File: config.mk
export PLATFORM = sky130hd
export DESIGN_NAME = multicycle_ctrl
export DESIGN_NICKNAME = d
export VERILOG_FILES = /design/src/rtl/cpu_ctrl_pkg.sv /design/src/rtl/mem_wait_timer.sv /design/src/rtl/multicycle_ctrl.sv
export SDC_FILE = /design/constraint.sdc
export NUM_CORES = 1
export LEC_CHECK = 0
export ABC_AREA = 0
export ABC_CLOCK_PERIOD_IN_PS = 1300
export CAP_MARGIN = 20
export CORE_MARGIN = 2
export CORE_UTILIZATION = 38
export DETAILED_ROUTE_END_ITERATION = 16
export MAX_ROUTING_LAYER = met4
export PLACE_DENSITY = 0.74
export SYNTH_ARGS = -nofsm -noshare
export SYNTH_HDL_FRONTEND = slang
export SYNTH_HIERARCHICAL = 1
export SYNTH_SLANG_ARGS = --single-unit
export TNS_END_PERCENT = 10
File: constraint.sdc
create_clock -name Clk -period 1.3 [get_ports Clk]
set_input_delay 0.195 -clock Clk [delete_from_list [all_inputs] [get_ports Clk]]
set_output_delay 0.195 -clock Clk [all_outputs]
set_load 0.005 [all_outputs]
File: src/rtl/cpu_ctrl_pkg.sv
// Shared encodings for the multi-cycle control sequencer:
// opcodes, ALU operations, FSM states and decode helpers.
package cpu_ctrl_pkg;

  localparam logic [3:0] OP_AND = 4'b0000;
  localparam logic [3:0] OP_OR  = 4'b0001;
  localparam logic [3:0] OP_ADD = 4'b0010;
  localparam logic [3:0] OP_NOT = 4'b0011;
  localparam logic [3:0] OP_SUB = 4'b0110;
  localparam logic [3:0] OP_LDI = 4'b0111;
  localparam logic [3:0] OP_LW  = 4'b1000;
  localparam logic [3:0] OP_SW  = 4'b1010;
  localparam logic [3:0] OP_BNE = 4'b1110;
  localparam logic [3:0] OP_JMP = 4'b1111;

  localparam logic [2:0] ALU_AND   = 3'b000;
  localparam logic [2:0] ALU_OR    = 3'b001;
  localparam logic [2:0] ALU_ADD   = 3'b010;
  localparam logic [2:0] ALU_NOT   = 3'b011;
  localparam logic [2:0] ALU_SUB   = 3'b110;
  localparam logic [2:0] ALU_PASSB = 3'b111;

  typedef enum logic [2:0] {
    S_FETCH  = 3'd0,
    S_DECODE = 3'd1,
    S_EXEC   = 3'd2,
    S_MEM    = 3'd3,
    S_WB     = 3'd4,
    S_HALT   = 3'd7
  } state_t;

  function automatic logic [2:0] alu_op(input logic [3:0] op);
    logic [2:0] r;
    case (op)
      OP_AND:         r = ALU_AND;
      OP_OR:          r = ALU_OR;
      OP_NOT:         r = ALU_NOT;
      OP_SUB, OP_BNE: r = ALU_SUB;
      OP_LDI:         r = ALU_PASSB;
      default:        r = ALU_ADD;
    endcase
    return r;
  endfunction

  function automatic logic is_rtype(input logic [3:0] op);
    return (op == OP_AND) || (op == OP_OR) ||
           (op == OP_ADD) || (op == OP_NOT) ||
           (op == OP_SUB);
  endfunction

  function automatic logic is_legal(input logic [3:0] op);
    return is_rtype(op) || (op == OP_LDI) ||
           (op == OP_LW) || (op == OP_SW) ||
           (op == OP_BNE) || (op == OP_JMP);
  endfunction

endpackage

File: src/rtl/mem_wait_timer.sv
// Memory wait-state counter with timeout detect
// and a sticky fault flag cleared only by reset.
module mem_wait_timer #(
  parameter int MEM_TIMEOUT = 0
) (
  input  logic Clk,
  input  logic Reset_n,
  input  logic i_active,
  input  logic i_mem_ready,
  output logic o_timeout,
  output logic o_fault
);

  localparam int CW =
    (MEM_TIMEOUT > 1) ? $clog2(MEM_TIMEOUT + 1) : 1;
  localparam logic [CW-1:0] CMAX = '1;

  logic [CW-1:0] r_cnt;
  logic          r_fault;
  logic          w_wait;

  assign w_wait    = i_active & ~i_mem_ready;
  assign o_timeout = (MEM_TIMEOUT != 0) && w_wait &&
                     (int'(r_cnt) == MEM_TIMEOUT - 1);
  assign o_fault   = r_fault;

  // count stalled cycles in a memory state, clear otherwise
  always_ff @(posedge Clk) begin
    if (!Reset_n) begin
      r_cnt <= '0;
    end else if (!w_wait) begin
      r_cnt <= '0;
    end else if (r_cnt != CMAX) begin
      r_cnt <= r_cnt + 1'b1;
    end
  end

  // fault latches on the cycle the wait limit is hit
  always_ff @(posedge Clk) begin
    if (!Reset_n) begin
      r_fault <= 1'b0;
    end else if (o_timeout) begin
      r_fault <= 1'b1;
    end
  end

endmodule

File: src/rtl/multicycle_ctrl.sv
// Multi-cycle control FSM: fetch, decode, exec,
// mem, writeback, with a memory-timeout halt state.
module multicycle_ctrl
  import cpu_ctrl_pkg::*;
#(
  parameter int MEM_TIMEOUT = 0
) (
  input  logic       Clk,
  input  logic       Reset_n,
  input  logic [3:0] Opcode,
  input  logic       Zero,
  input  logic       Mem_Ready,
  output logic       PCWrite,
  output logic       PCWriteCond,
  output logic       IRWrite,
  output logic       RegDest,
  output logic       Jump,
  output logic       Branch,
  output logic       Sig_Mem_Read,
  output logic       Sig_Mem_to_Reg,
  output logic       Sig_Mem_Write,
  output logic       ALUSrc,
  output logic       Sig_Reg_Write,
  output logic [2:0] ALUOp,
  output logic       Instr_Done,
  output logic       Illegal_Op,
  output logic       Mem_Fault,
  output logic [2:0] State
);

  state_t     r_state;
  state_t     w_next;
  logic [3:0] r_op;
  logic       w_active;
  logic       w_timeout;
  logic       w_fault;

  logic       w_pcw, w_pcc, w_irw, w_rd, w_jmp, w_br;
  logic       w_mr, w_m2r, w_mw, w_as, w_rw;
  logic       w_done, w_ill;
  logic [2:0] w_alu;

  // branch resolution (Zero) happens in the datapath via PCWriteCond
  logic       w_zero_unused;
  assign w_zero_unused = Zero;

  assign w_active = (r_state == S_FETCH) ||
                    (r_state == S_MEM);

  mem_wait_timer #(
    .MEM_TIMEOUT(MEM_TIMEOUT)
  ) u_timer (
    .Clk        (Clk),
    .Reset_n    (Reset_n),
    .i_active   (w_active),
    .i_mem_ready(Mem_Ready),
    .o_timeout  (w_timeout),
    .o_fault    (w_fault)
  );

  // state register and opcode latch captured in DECODE
  always_ff @(posedge Clk) begin
    if (!Reset_n) begin
      r_state <= S_FETCH;
      r_op    <= OP_AND;
    end else begin
      r_state <= w_next;
      if (r_state == S_DECODE) r_op <= Opcode;
    end
  end

  // next-state and control decode
  always_comb begin
    w_next = r_state;
    w_pcw  = 1'b0;
    w_pcc  = 1'b0;
    w_irw  = 1'b0;
    w_rd   = 1'b0;
    w_jmp  = 1'b0;
    w_br   = 1'b0;
    w_mr   = 1'b0;
    w_m2r  = 1'b0;
    w_mw   = 1'b0;
    w_as   = 1'b0;
    w_rw   = 1'b0;
    w_done = 1'b0;
    w_ill  = 1'b0;
    w_alu  = 3'b000;
    unique case (r_state)
      S_FETCH: begin
        w_mr  = 1'b1;
        w_alu = ALU_ADD;
        if (Mem_Ready) begin
          w_irw  = 1'b1;
          w_pcw  = 1'b1;
          w_next = S_DECODE;
        end else if (w_timeout) begin
          w_next = S_HALT;
        end
      end
      S_DECODE: begin
        unique case (1'b1)
          (Opcode == OP_JMP): begin
            w_jmp  = 1'b1;
            w_pcw  = 1'b1;
            w_done = 1'b1;
            w_next = S_FETCH;
          end
          (!is_legal(Opcode)): begin
            w_ill  = 1'b1;
            w_done = 1'b1;
            w_next = S_FETCH;
          end
          default: w_next = S_EXEC;
        endcase
      end
      S_EXEC: begin
        w_alu = alu_op(r_op);
        w_as  = (r_op == OP_LDI) || (r_op == OP_LW) ||
                (r_op == OP_SW);
        if (r_op == OP_BNE) begin
          w_br   = 1'b1;
          w_pcc  = 1'b1;
          w_done = 1'b1;
          w_next = S_FETCH;
        end else if ((r_op == OP_LW) || (r_op == OP_SW)) begin
          w_next = S_MEM;
        end else begin
          w_next = S_WB;
        end
      end
      S_MEM: begin
        w_mr = (r_op == OP_LW);
        w_mw = (r_op == OP_SW);
        if (Mem_Ready) begin
          w_done = (r_op == OP_SW);
          w_next = (r_op == OP_LW) ? S_WB : S_FETCH;
        end else if (w_timeout) begin
          w_next = S_HALT;
        end
      end
      S_WB: begin
        w_rw   = 1'b1;
        w_rd   = is_rtype(r_op);
        w_m2r  = (r_op == OP_LW);
        w_alu  = alu_op(r_op);
        w_done = 1'b1;
        w_next = S_FETCH;
      end
      S_HALT:  w_next = S_HALT;
      default: w_next = S_FETCH;
    endcase
  end

  assign PCWrite        = Reset_n & w_pcw;
  assign PCWriteCond    = Reset_n & w_pcc;
  assign IRWrite        = Reset_n & w_irw;
  assign RegDest        = Reset_n & w_rd;
  assign Jump           = Reset_n & w_jmp;
  assign Branch         = Reset_n & w_br;
  assign Sig_Mem_Read   = Reset_n & w_mr;
  assign Sig_Mem_to_Reg = Reset_n & w_m2r;
  assign Sig_Mem_Write  = Reset_n & w_mw;
  assign ALUSrc         = Reset_n & w_as;
  assign Sig_Reg_Write  = Reset_n & w_rw;
  assign Instr_Done     = Reset_n & w_done;
  assign Illegal_Op     = Reset_n & w_ill;
  assign Mem_Fault      = Reset_n & w_fault;
  assign ALUOp          = Reset_n ? w_alu : 3'b000;
  assign State          = Reset_n ? r_state : 3'b000;

endmodule

-- Word level (Yosys, flattened, before mapping)
Index checks and enable logic that the tools add are counted.
- bits in registers: 7
- output and inout port bits: 20
- logic and storage cells: 91
- eq/ne operators: 24
- muxes and demuxes: 29
- bitwise operators: 12
- reduce and logical (&&, ||, !) cells: 24
- operators by type and width (kind ; number):
    case mux 3 bit (5 select lines) ; 2
    equality test 4 bit (second input constant) ; 7
    two-way mux 3 bit ; 7
    equality test 4 x 2 -> 1 bit (second input constant) ; 4
    equality test 4 x 3 -> 1 bit (second input constant) ; 4
    logical OR 1 bit ; 16
    two-way mux 1 bit ; 15
    AND 1 bit ; 12
    equality test 4 x 1 -> 1 bit (second input constant) ; 2
    logical NOT 4 bit ; 2
    equality test 3 x 2 -> 1 bit (second input constant) ; 2
    equality test 3 bit (second input constant) ; 2
    case mux 3 bit (2 select lines) ; 1
    OR reduction 2 bit ; 3
    inequality test 2 bit (second input constant) ; 2
    case mux 1 bit (2 select lines) ; 2
    case mux 1 bit (4 select lines) ; 1
    equality test 3 x 1 -> 1 bit (second input constant) ; 1
    logical NOT 3 bit ; 1
    two-way mux 2 bit ; 1
    AND reduction 2 bit ; 1
    logical NOT 1 bit ; 1

-- Depth between registers and ports, before layout
Gate-level depths: netlist of the first run.
- depth in word-level cells: 15
- mapped depth: 6
- gate-level depth less buffers: 4

-- Cells and area by module
The synthesis of the first run kept the hierarchy.
- modules (own cells, without submodules) (module ; times used ; cells each ; area each (µm²)):
    multicycle_ctrl ; 1 ; 97 ; 684.4
    mem_wait_timer ; 1 ; 3 ; 18.8

-- Worst setup path after synthesis of the first run
OpenSTA, ideal clock, no wires.
- kind: register to output
- start: register r_op[2]
- end: output ALUSrc
- data arrival time: 1262 ps
- required time: 1105 ps
- path slack: -157 ps
- cell stages (with the launch flop): 4
- path buffers: 1
- cell sequence: dfxtp_1 > buf_4 > or3b_4 > a2111oi_0
- cells in the longest elaborated chain, start to end: 5
- elaborated cells between the ends (all ways): 7
- RTL lines (item ; line ; text):
    start: declaration ; multicycle_ctrl.sv:33 ; logic [3:0] r_op;
    start signal: assignment ; multicycle_ctrl.sv:68 ; if (r_state == S_DECODE) r_op <= Opcode;
    equality test 4 x 3 -> 1 bit or equality test 4 bit (tied branches) ; multicycle_ctrl.sv:119 ; w_as = (r_op == OP_LDI) || (r_op == OP_LW) ||
    logical OR 1 bit ; multicycle_ctrl.sv:119 ;
    logical OR 1 bit (*) ; multicycle_ctrl.sv:119 ;
    two-way mux 1 bit (*) ; multicycle_ctrl.sv:89 ; unique case (r_state)
    AND 1 bit (*) ; multicycle_ctrl.sv:164 ; assign ALUSrc = Reset_n & w_as;
    end: declaration ; multicycle_ctrl.sv:22 ; output logic ALUSrc,
Every way passes the cells marked *; elsewhere a longest branch is shown, timed or not.

-- Final worst setup path of the first run
- start: register r_op[0]
- end: output Sig_Mem_Write
- cells in the longest elaborated chain, start to end: 3
- RTL lines (item ; line ; text):
    equality test 4 bit ; multicycle_ctrl.sv:134 ; w_mw = (r_op == OP_SW);
    two-way mux 1 bit ; multicycle_ctrl.sv:89 ;
    AND 1 bit ; multicycle_ctrl.sv:163 ; assign Sig_Mem_Write = Reset_n & w_mw;
    end: declaration ; multicycle_ctrl.sv:21 ; output logic Sig_Mem_Write,
No other way between the ends.

==> out/qor.txt, run 1 <==
========================================================================================
Vias in the first global route                                                      1012
Origin of the worst min-delay path                                               Reset_n
Placed Cells                                                                         175
Clock share of power                                                               0.120
Cell area after synthesis                                                        698 um2
Yosys warning total                                                                    6
Top-Level Pins                                                                        28
Post-layout worst setup margin                                                 -0.422 ns
Violation count after the first detailed-route iteration                              39
Total setup violations reported at the end of the flow                                24
Signed area change from the synthesized netlist to the final layout                 108%
Area taken by multi-input logic gates                                            639 um2
Outcome                                                                     complete, but fails checks
Sw frac                                                                            0.401
Psw                                                                             0.675 mW
Routed met2 length                                                               1540 um
Hold-fix buffers at CTS                                                                0
Final critical delay including setup and external delays                         1.72 ns
Max-cap check violation count                                                          0
Commonest non-fill, non-tap cells in the layout                             sky130_fd_sc_hd__buf_4, sky130_fd_sc_hd__nor2_1, sky130_fd_sc_hd__buf_2, sky130_fd_sc_hd__buf_6, sky130_fd_sc_hd__nand2_1
Crit Reg-Reg Startpoint                                                       r_state[1]
Vias post-DR                                                                        1014
Cell count after synthesis                                                            99
Area after DPL                                                                  1190 um2
Logic pwr share                                                                    0.672
Sum of negative setup slack                                                     -5.15 ns
Delay-heaviest family, CP                                                   simple AND/OR/NAND/NOR gates
List of cells traversed by the critical path                                or3b_4 -> buf_4 -> nor3_4 -> buf_2
Endpoint of the worst-slack reg-to-reg timing path                               r_op[3]
# fillers                                                                             99
Clock tree from TritonCTS                                                          built
Share of post-route cells with drive strength above 1                              0.661
Category of the worst setup path capture point                              primary output
Worst endpoint required time                                                     1.11 ns
Core Util, Final                                                                   0.841
First-pass GRT wire length                                                       4710 um
Number of DRC violations after detailed routing                                        0
Routed wire length                                                               3060 um
Highest metal layer used by the detailed router                                     met4
Area of the core                                                                1730 um2
Clk pin slew, worst setup/hold paths                                             0.05 ns
Setup Slack @ Placement                                                        -0.786 ns
Flop-to-flop setup slack                                                        -0.20 ns
Power Internal                                                                   1.01 mW
Peak clock frequency supported by timing                                         581 MHz
DP HPWL                                                                          1940 um
Routability-driven placement congestion ratio                                      0.863
Final Max Slew Viols                                                                   0
Clock H-tree levels                                                                    1
Worst stage delay on the critical path                                           0.42 ns
Number of buffers created by CTS                                                       3
Diodes inserted                                                                        0
Commonest non-fill, non-tap cell in the layout                              sky130_fd_sc_hd__buf_4
Buffer and inverter count on the worst path                                            2
Avg Synthesized Cell Area                                                       7.05 um2
Setup repair after global routing missed its margin                                  yes
Std-Cell Rows                                                                         15
Clock insertion delay at the later pin of the skew report                        0.25 ns
DR vias/cell                                                                        5.34
Wire length on met1                                                              1260 um
Chip height                                                                      46.9 um
Critical path class                                                         register to primary output
All-layer global routing usage                                                     0.313
Number of antenna violations at the first check in global routing                      0
Cell at the root of the clock tree                                          sky130_fd_sc_hd__clkbuf_4
Met3 layer wire length in the routed design                                       161 um
Tot Pwr                                                                          1.68 mW
Number of nets with antenna violations after detailed routing                          0
Average wire per cell in the routed design                                       16.1 um
Width of the die                                                                 46.9 um
Maximum clock path buffer count                                                        2
Finished layout cell area                                                       1450 um2
Area enclosed by the die boundary                                               2200 um2
Total count of hold-check failures in the final report                                 0
Number of buffers added on ports                                                      25
Fin cells                                                                            190
Arrival time at the worst endpoint                                               1.53 ns
Peak supply drop                                                              0.000991 V
Failing checks                                                              negative setup slack
Worst reg2reg path depth                                                               7
Worst clock skew on the final layout                                          0.00324 ns
Standard cell with the maximum stage delay on the critical path             sky130_fd_sc_hd__or3b_4
Portion of the clock cycle consumed by the worst path in the final layout           1.32
DRT Pass-1 Iters                                                                       4
Number of instances on the worst hold path                                             3
Power density over cell area                                                 1160 nW/um2
Initial core utilization                                                           0.404
Worst min-delay path category                                               primary input to register
Worst-path maximum fanout                                                              6
Pin count of the biggest net entering global routing                                  10
CP Launch Type                                                                  register
Clk sink count                                                                         7
Proportion of power drawn by flip-flops and latches                                0.208
Sequential cell area                                                             161 um2
Hold endpoint                                                                 r_state[2]
Number of nets in the layout                                                         174
Minimum hold slack                                                              0.383 ns
Final global-route overflow total                                                      0
Static leakage                                                                  0.686 nW
========================================================================================
power groups by stage:
stage | logic, mW | clock network (mW) | registers [mW]
finish | 1.13 | 0.201 | 0.351
global route | 1.20 | 0.224 | 0.359
CTS | 1.02 | 0.205 | 0.343
detailed placement | 0.818 | 0 | 0.322
global placement | 0.795 | 0 | 0.321
floorplan | 0.450 | 0 | 0.284
worst max path at each step:
stage / start / endpoint / slack, ns / depth (start not counted)
2_1_floorplan: r_op[2] / r_state[0] / -0.05 / 5
3_3_place_gp: Opcode[2] / Instr_Done / -0.74 / 6
3_5_place_dp: Opcode[2] / Instr_Done / -0.79 / 6
4_1_cts: r_op[0] / ALUSrc / -0.40 / 3
5_1_grt: r_op[0] / Sig_Mem_Write / -0.47 / 4
6_report: r_op[0] / Sig_Mem_Write / -0.42 / 4
repair_timing:
item / CTS / global route
buffers inserted: 10 / 1
resized for setup: 116 / 22
pin swaps: 13 / 7
endpoints found under the setup margin: 25 / 26
tightest hold or removal path: cells and delay by family:
family                 cells  cell delay [ns]
buffers and inverters      2             0.28
AO/OA/AOI/OAI              1             0.11
layer usage:
layer | global-route usage | vias to the layer above
li1 | - | 476
met1 | 0.372 | 491
met2 | 0.529 | 35
met3 | 0.0462 | 12
met4 | 0.117 | 0
met5 | - | -
flip-flops by register name (all words and copies together), names as in the netlist:
register and count:
r_op 4, r_state 3
layout make-up:
cell class	count	share of cell area
Inverter	5	0.0138
Sequential cell	7	0.111
Multi-Input combinational cell	78	0.441
Timing Repair Buffer	71	0.395
Tap cell	25	0.0216
Clock buffer	4	0.0181
No activity file was read; power rests on OpenSTA's default activity.
==> inputs of run 2 (changes only) <==
--- a/config.mk
+++ b/config.mk
@@ -10,6 +10,7 @@
 export CAP_MARGIN = 20
 export CORE_MARGIN = 2
 export CORE_UTILIZATION = 38
+export CTS_CLUSTER_DIAMETER = 80
 export DETAILED_ROUTE_END_ITERATION = 16
 export MAX_ROUTING_LAYER = met4
 export PLACE_DENSITY = 0.74
==> results of run 2 <==
The final DEF is identical to that of run 1; final timing and power are the same.
==> inputs of run 3 (changes only) <==
--- a/config.mk
+++ b/config.mk
@@ -8,12 +8,15 @@
 export ABC_AREA = 0
 export ABC_CLOCK_PERIOD_IN_PS = 1300
 export CAP_MARGIN = 20
+export CELL_PAD_IN_SITES_DETAIL_PLACEMENT = 1
+export CELL_PAD_IN_SITES_GLOBAL_PLACEMENT = 2
+export CORE_ASPECT_RATIO = 2
 export CORE_MARGIN = 2
-export CORE_UTILIZATION = 38
+export CORE_UTILIZATION = 20
 export CTS_CLUSTER_DIAMETER = 80
 export DETAILED_ROUTE_END_ITERATION = 16
 export MAX_ROUTING_LAYER = met4
-export PLACE_DENSITY = 0.74
+export PLACE_DENSITY_LB_ADDON = 0.1
 export SYNTH_ARGS = -nofsm -noshare
 export SYNTH_HDL_FRONTEND = slang
 export SYNTH_HIERARCHICAL = 1
==> constraint.sdc (replaced) <==
create_clock -name Clk -period 1.3 [get_ports Clk]
set_input_delay 0.325 -clock Clk [delete_from_list [all_inputs] [get_ports Clk]]
set_output_delay 0.325 -clock Clk [all_outputs]
set_load 0.005 [all_outputs]
==> run 3 against run 2 <==
  * Clock skew fell by 0.0012 ns
  * The run still ends with negative setup slack left
  * Largest cell class unchanged
  * Wire length fell by 1.0%
  * Hold slack improved by 0.12 ns
  * Setup slack got worse by 0.085 ns
  * Sequential power rose by 4%
  * Critical path depth fell by 1
  * Global-route usage fell by 14 points
  * Combinational power fell by 12%
  * Clock power rose by 60%
  * Register-to-register slack improved by 0.10 ns
  * Core utilization fell by 42 points
  * Die area rose by 82%
==> out/qor.txt, run 3 (synthesis results as in run 1) <==
========================================================================================
Outcome                                                                     complete, but fails checks
Failing checks                                                              negative setup slack
Final Max Slew Viols                                                                   0
Peak supply drop                                                              0.000619 V
Diodes inserted                                                                        0
Pin count of the biggest net entering global routing                                   9
Initial core utilization                                                           0.207
DR vias/cell                                                                        4.99
Signed area change from the synthesized netlist to the final layout                 102%
Total count of hold-check failures in the final report                                 0
Portion of the clock cycle consumed by the worst path in the final layout           1.39
Largest registers                                                           r_op: 4 flops, r_state: 3 flops
Chip height                                                                      87.6 um
Width of the die                                                                 45.8 um
Sum of negative setup slack                                                     -6.48 ns
Clock share of power                                                               0.191
Violation count after the first detailed-route iteration                               7
Worst min-delay path category                                               primary input to register
Area after DPL                                                                  1190 um2
Area enclosed by the die boundary                                               4010 um2
Psw                                                                             0.658 mW
Core Util, Final                                                                   0.418
Vias in the first global route                                                      1022
Routed wire length                                                               3030 um
Commonest non-fill, non-tap cell in the layout                              sky130_fd_sc_hd__buf_4
Worst endpoint required time                                                     0.98 ns
Number of DRC violations after detailed routing                                        0
Routability-driven placement congestion ratio                                      0.820
Area taken by multi-input logic gates                                            648 um2
Clock H-tree levels                                                                    1
Area of the core                                                                3380 um2
Final critical delay including setup and external delays                         1.81 ns
Std-Cell Rows                                                                         30
DRT Pass-1 Iters                                                                       4
Sw frac                                                                            0.389
Power density over cell area                                                 1200 nW/um2
Number of nets with antenna violations after detailed routing                          0
Flip-flop count of the largest register after layout                                   4
Finished layout cell area                                                       1410 um2
Vias post-DR                                                                         949
Max-cap check violation count                                                          0
Post-layout worst setup margin                                                 -0.508 ns
Setup repair after global routing missed its margin                                  yes
Category of the worst setup path capture point                              primary output
Arrival time at the worst endpoint                                               1.48 ns
Logic pwr share                                                                    0.593
Maximum clock path buffer count                                                        2
Cell at the root of the clock tree                                          sky130_fd_sc_hd__clkbuf_8
CP Launch Type                                                                  register
First-pass GRT wire length                                                       4980 um
Commonest non-fill, non-tap cells in the layout                             sky130_fd_sc_hd__buf_4, sky130_fd_sc_hd__buf_2, sky130_fd_sc_hd__nor2_1, sky130_fd_sc_hd__buf_6
Clock tree from TritonCTS                                                          built
Proportion of power drawn by flip-flops and latches                                0.216
Share of post-route cells with drive strength above 1                              0.658
Peak clock frequency supported by timing                                         553 MHz
Number of antenna violations at the first check in global routing                      0
Top-Level Pins                                                                        28
Number of buffers created by CTS                                                       3
Worst-path maximum fanout                                                              6
Worst clock skew on the final layout                                          0.00202 ns
# fillers                                                                            413
Critical path class                                                         register to primary output
Power Internal                                                                   1.03 mW
Clk sink count                                                                         7
Total setup violations reported at the end of the flow                                21
Number of buffers added on ports                                                      25
Register bank with the most flops                                                   r_op
Setup Slack @ Placement                                                         -1.04 ns
Sequential cell area                                                             161 um2
Clk pin slew, worst setup/hold paths                                             0.04 ns
Average wire per cell in the routed design                                       15.9 um
Number of nets in the layout                                                         167
DP HPWL                                                                          2300 um
Static leakage                                                                  0.640 nW
Clock insertion delay at the later pin of the skew report                        0.23 ns
Final global-route overflow total                                                      0
All-layer global routing usage                                                     0.177
========================================================================================
run 3: cell types whose count changed in the layout (fill, tap and decap cells not counted), sizes merged:
cell / change
clkdlybuf4s15: -2
buf: -5
clkbuf: -1
clkdlybuf4s50: -1
dlygate4sd2: +2
run 3: path summary, 6_finish.rpt:
kind | from | endpoint | slack, ns | cells after the start
setup / recovery | r_op[0] | ALUSrc | -0.51 | 3
hold / removal | Reset_n | r_state[1] | 0.51 | 3
setup reg to reg | r_op[3] | r_state[2] | -0.10 | 7
hold reg to reg | r_op[1] | r_op[1] | 0.58 | 2
run 3: metrics by stage:
stage          instances  hold slack, ns  power [mW]
2_1_floorplan        100           0.420       0.752
3_3_place_gp         178           0.613        1.14
3_5_place_dp         178           0.621        1.15
4_1_cts              190           0.589        1.67
5_1_grt              190           0.517        1.81
6_report             190           0.505        1.69
run 3: final cells by class:
cell class / count / share of cell area
multi-input combinational: 78 / 0.459
timing repair buffer: 64 / 0.353
inverter: 5 / 0.0142
tap: 32 / 0.0283
sequential: 7 / 0.114
clock buffer: 4 / 0.0319
run 3: per-layer routing:
layer / vias to the layer above / wire length [um] / GRT usage / share of wire
met1: 459 / 1030 / 0.174 / 0.34
met4: 0 / 61 / 0.0675 / 0.020
li1: 460 / - / - / -
met5: - / 0 / - / 0
met3: 6 / 103 / 0.0227 / 0.034
met2: 24 / 1830 / 0.329 / 0.60
run 3: what timing repair did:
item / 4_1_cts / 5_1_grt
resized for setup: 129 / 8
setup endpoints to repair: 26 / 26
endpoints found under the hold margin: 0 / 0
pin swaps: 17 / 8
setup buffers: 8 / 0
hold buffers: 0 / 0
run 3: worst max-delay path, cell delays in order, from the launching register on:
cell	delay, ns
sky130_fd_sc_hd__dfxtp_4	0.36
sky130_fd_sc_hd__or3b_4	0.43
sky130_fd_sc_hd__a2111oi_4	0.29
sky130_fd_sc_hd__buf_2	0.16
run 3: power by group through the flow:
stage | logic, mW | clock network [mW] | registers (mW)
floorplan | 0.467 | 0 | 0.284
global placement | 0.812 | 0 | 0.329
detailed placement | 0.817 | 0 | 0.330
CTS | 0.979 | 0.325 | 0.362
global route | 1.09 | 0.348 | 0.376
finish | 1.00 | 0.322 | 0.365
